==> src/rtl/alu_result_stage.sv <==
// ALU result output stage: captures the selected result, derives zero/parity
// flags, and presents them through a two-entry skid buffer with a transfer counter.
module alu_result_stage #(
    parameter int unsigned WIDTH     = 8,
    parameter int unsigned CNT_WIDTH = 16
) (
    input  logic                 clk,
    input  logic                 rst,
    input  logic                 in_valid,
    output logic                 in_ready,
    input  logic [WIDTH-1:0]     in_data,
    output logic                 out_valid,
    input  logic                 out_ready,
    output logic [WIDTH-1:0]     out_data,
    output logic                 out_zero,
    output logic                 out_parity,
    output logic [CNT_WIDTH-1:0] xfer_count
);

    typedef struct packed {
        logic [WIDTH-1:0] data;
        logic             zero;
        logic             parity;
    } entry_t;

    typedef enum logic [1:0] {
        EMPTY = 2'd0,
        ONE   = 2'd1,
        TWO   = 2'd2
    } state_t;

    state_t               state;
    state_t               state_nxt;
    entry_t               m_q;
    entry_t               m_nxt;
    entry_t               s_q;
    entry_t               s_nxt;
    entry_t               in_entry;
    logic [CNT_WIDTH-1:0] cnt_q;
    logic [CNT_WIDTH-1:0] cnt_nxt;
    logic                 acc;
    logic                 take;

    // Readiness depends only on registered state, plus the reset override.
    assign in_ready  = (state != TWO) & ~rst;
    assign out_valid = (state != EMPTY);
    assign acc       = in_valid & in_ready;
    assign take      = out_valid & out_ready;

    // Flags are derived once, at capture time, and travel with the data.
    always_comb begin
        in_entry        = '0;
        in_entry.data   = in_data;
        in_entry.zero   = ~|in_data;
        in_entry.parity = ^in_data;
    end

    // Next-state and storage steering.
    always_comb begin
        state_nxt = state;
        m_nxt     = m_q;
        s_nxt     = s_q;
        cnt_nxt   = cnt_q;

        if (take) begin
            cnt_nxt = cnt_q + CNT_WIDTH'(1);
        end

        unique case (state)
            EMPTY: begin
                if (acc) begin
                    state_nxt = ONE;
                    m_nxt     = in_entry;
                end
            end
            ONE: begin
                if (acc && take) begin
                    m_nxt = in_entry;
                end else if (acc) begin
                    state_nxt = TWO;
                    s_nxt     = in_entry;
                end else if (take) begin
                    state_nxt = EMPTY;
                end
            end
            TWO: begin
                if (take) begin
                    state_nxt = ONE;
                    m_nxt     = s_q;
                end
            end
            default: begin
                state_nxt = EMPTY;
            end
        endcase
    end

    // State and storage registers; reset discards both entries.
    always_ff @(posedge clk) begin
        if (rst) begin
            state <= EMPTY;
            m_q   <= '0;
            s_q   <= '0;
            cnt_q <= '0;
        end else begin
            state <= state_nxt;
            m_q   <= m_nxt;
            s_q   <= s_nxt;
            cnt_q <= cnt_nxt;
        end
    end

    assign out_data   = m_q.data;
    assign out_zero   = m_q.zero;
    assign out_parity = m_q.parity;
    assign xfer_count = cnt_q;

endmodule

==> config.mk <==
export PLATFORM = sky130hd
export DESIGN_NAME = alu_result_stage
export DESIGN_NICKNAME = d
export VERILOG_FILES = /design/src/rtl/alu_result_stage.sv
export SDC_FILE = /design/constraint.sdc
export NUM_CORES = 1
export LEC_CHECK = 0
export ABC_AREA = 1
export ABC_CLOCK_PERIOD_IN_PS = 3500
export CAP_MARGIN = 20
export CORE_MARGIN = 3
export CORE_UTILIZATION = 50
export CTS_CLUSTER_DIAMETER = 120
export DETAILED_ROUTE_END_ITERATION = 10
export GPL_TIMING_DRIVEN = 0
export PLACE_DENSITY_LB_ADDON = 0.12
export SLEW_MARGIN = 20
export SYNTH_ARGS = -nofsm -noshare
export SYNTH_HDL_FRONTEND = slang
export SYNTH_SLANG_ARGS = --single-unit
==> constraint.sdc <==
create_clock -name clk -period 3.5 [get_ports clk]
set_clock_uncertainty 0.2 [all_clocks]
set_input_delay 0.525 -clock clk [delete_from_list [all_inputs] [get_ports clk]]
set_output_delay 0.525 -clock clk [all_outputs]
set_load 0.01 [all_outputs]
==> impl_metrics.ini <==
[status]
outcome = finished clean

[cts]
clk_root_buffer_cell = clkbuf_8
cts_resized = 0
htree_num_levels = 2
clock_path_buffers = 2
cts_num_sinks = 38
post_cts_hold_buffer_count = 0
post-cts-setup-buffer-count = 0
clock_tree_from_tritoncts = built
cts.clk_slew.worst_paths_ns = 0.07
cts_made_buffers = 5
clock_insertion_delay_worst_skew_ns = 0.30

[finish]
final_common_cell = nand2_1
proportion_of_layout_cells_with_a_drive_suffix_above_1_pct = 10.0
n_fill_cell = 299
design_area_um2 = 2370
layout.nets = 316
syn_to_final_growth_pct = 28.8
most-common-layout-cells = 39 x nand2_1, 38 x nor2_1, 38 x clkdlybuf4s50_1, 38 x dfxtp_1, 31 x inv_1
non_filler_cells_final = 346
antennaDiodeCount = 0

[critical_path]
worstSetupStartpointType = flop
worst-endpoint-arrival_ns = 1.76
worstSetupPathType = reg2out
nature_of_the_critical_path_endpoint = output pin
most_frequent_cell_on_the_critical_path = buf_4
crit_path_max_incr_delay_ns = 0.54
timing.critical_path.buf_inv = 3
path_cells = nor2_2, buf_4, buf_4, nor2_1, clkdlybuf4s50_1
cp_data_required_time_ns = 2.77
timing.critical_path.max_delay_family = buffers and inverters
cp_max_fo = 10
crit_slowest_cell = clkdlybuf4s50_1

[die]
floorplan.initialDensity_pct = 53.4
die_y_um = 66.6
std_cell_rows = 21
fp.coreArea_um2 = 3440
design.die.area_um2 = 4440
die_x_um = 66.6
ios = 40

[placed_design]
count_of_input_and_output_buffers = 38
gp_congestion = 0.812
placed_cells_incl_taps = 338
dp_slack_ns = 1.21
detailed_place_hpwl_um = 2990
placed_area_um2 = 2280

[detailed_routing]
wl_met3_um = 197
vias_per_cell = 5.01
drt_iter0_drc = 111
highest_metal_layer_used_by_the_detailed_router = met4
drt-wirelength-per-cell_um = 11.6
drtAntennaViolNets = 0
met2_length_um = 1990
dr_total_vias = 1732
drc = 0
drt_pre_antenna_iters = 4
wl_um = 4020
routed_metal_1_wire_length_um = 1750

[global_route]
antenna_found_initial = 0
grt_start_max_net_pins = 12
global_route.overflow_total = 0
grt_first_pass_wirelength_um = 6550
grt.total_usage_pct = 19.5
first_global_vias = 1533

[sta]
timing.final.hold_violations = 0
rsz0062_at_grt = false
worst-slew-pin-transition_ns = 0.479
timing.fmax_mhz = 402
period_share_pct = 71.1
setup-tns-final_ns = 0
setup_viol = 0
postLayoutSetupSlackWorst_ns = 1.01
maxSlewViolCount = 0
timing.max_slew.rel_slack_pct = 68.1
finalWorstPathRequiredPeriod_ns = 2.49

[synthesis]
synth_warnings = 0
synthesis.area_per_instance_um2 = 7.24
seq_area_frac_synth_pct = 41.4
postSynthRegisterBits = 38
syn-cell-area_um2 = 1840
synthCells = 254
postSynthNetCount = 271
netlist_cell_types = 31

[pwr]
vdd_drop_max_uv = 314
static-leakage-power_nw = 0.980
power.density_nw_per_um2 = 384
finalPower_mw = 0.910

[min_path]
holdCritPathClass = reg2reg

[flow_run]
maxCapViolations = 0
logic make-up (layout without fill, tap and decap cells):
kind of cell / count (synthesis) / after routing / share of synthesized area [%]
adders and majority gates: 5 / 5 / 3.40
and+or+nand+nor: 105 / 105 / 27.2
xor gates and xnor gates: 3 / 3 / 1.43
buffers and inverters: 44 / 90 / 9.80
DFF: 38 / 38 / 41.4
AOI/OAI and AO/OA: 59 / 59 / 16.7
through the flow:
| step | util [%] | hold WS [ns] |
|---|---|---|
| 4_1_cts | 68.8 | 0.284 |
| 2_1_floorplan | - | 0.265 |
| 3_5_place_dp | 66.1 | 0.267 |
| 5_1_grt | 68.8 | 0.295 |
| 6_report | 68.8 | 0.277 |
| 3_3_place_gp | 66.1 | 0.264 |
flip-flops by register name (all words and copies together), names as in the netlist:
signal,flops
state,2
out_parity,1
xfer_count,16
out_zero,1
s_q,10
out_data,8
per-layer routing:
metal	up-vias	GRT usage (%)
met5	-	0
met4	0	9.39
met3	7	4.89
met2	45	34.2
met1	774	21.7
li1	906	-
synth_stat cells, drive strengths merged:
cell type	number	area, µm²
nor3	4	25.0
o21bai	1	7.51
xor2	1	8.76
nand3	9	67.6
nand4	4	25.0
nor3b	1	7.51
dfxtp	38	761
a21oi	20	100
nand2	42	165
nor2	44	204
a211oi	1	7.51
and3	1	6.26
o211ai	1	7.51
o21ai	35	175
clkbuf	2	7.51
buf	7	41.3
inv	35	131
xnor2	2	17.5
ha	5	62.6
o211a	1	10.0
cell type report:
cell class | count | area, µm² | area share [%]
Sequential cell | 38 | 761 | 32.1
Timing Repair Buffer | 38 | 380 | 16.1
Multi-Input combinational cell | 172 | 897 | 37.9
Tap cell | 46 | 57.6 | 2.43
Clock inverter | 1 | 5.00 | 0.211
Inverter | 35 | 131 | 5.55
Clock buffer | 7 | 86.3 | 3.65
Buffer | 9 | 48.8 | 2.06
worst min-delay path, delay by kind of cell (launching register included):
kind,cells,cell delay (ns)
and+or+nand+nor,1,0.06
DFF,1,0.31
AOI/OAI and AO/OA,1,0.06
power by group:
part	leakage, nW	internal (mW)	total, mW	switching [mW]
clock	0.0482	0.159	0.312	0.153
combinational	0.623	0.0646	0.137	0.0729
sequential	0.309	0.449	0.460	0.0108
final timing paths:
| check | start | end | slack, ns | cells past startpoint |
|---|---|---|---|---|
| setup / recovery | state[0] | in_ready | 1.01 | 5 |
| hold / removal | out_parity | out_parity | 0.28 | 2 |
| setup reg to reg | state[0] | xfer_count[8] | 1.89 | 7 |
| hold reg to reg | out_parity | out_parity | 0.28 | 2 |
(Power assumes the default switching activity.)
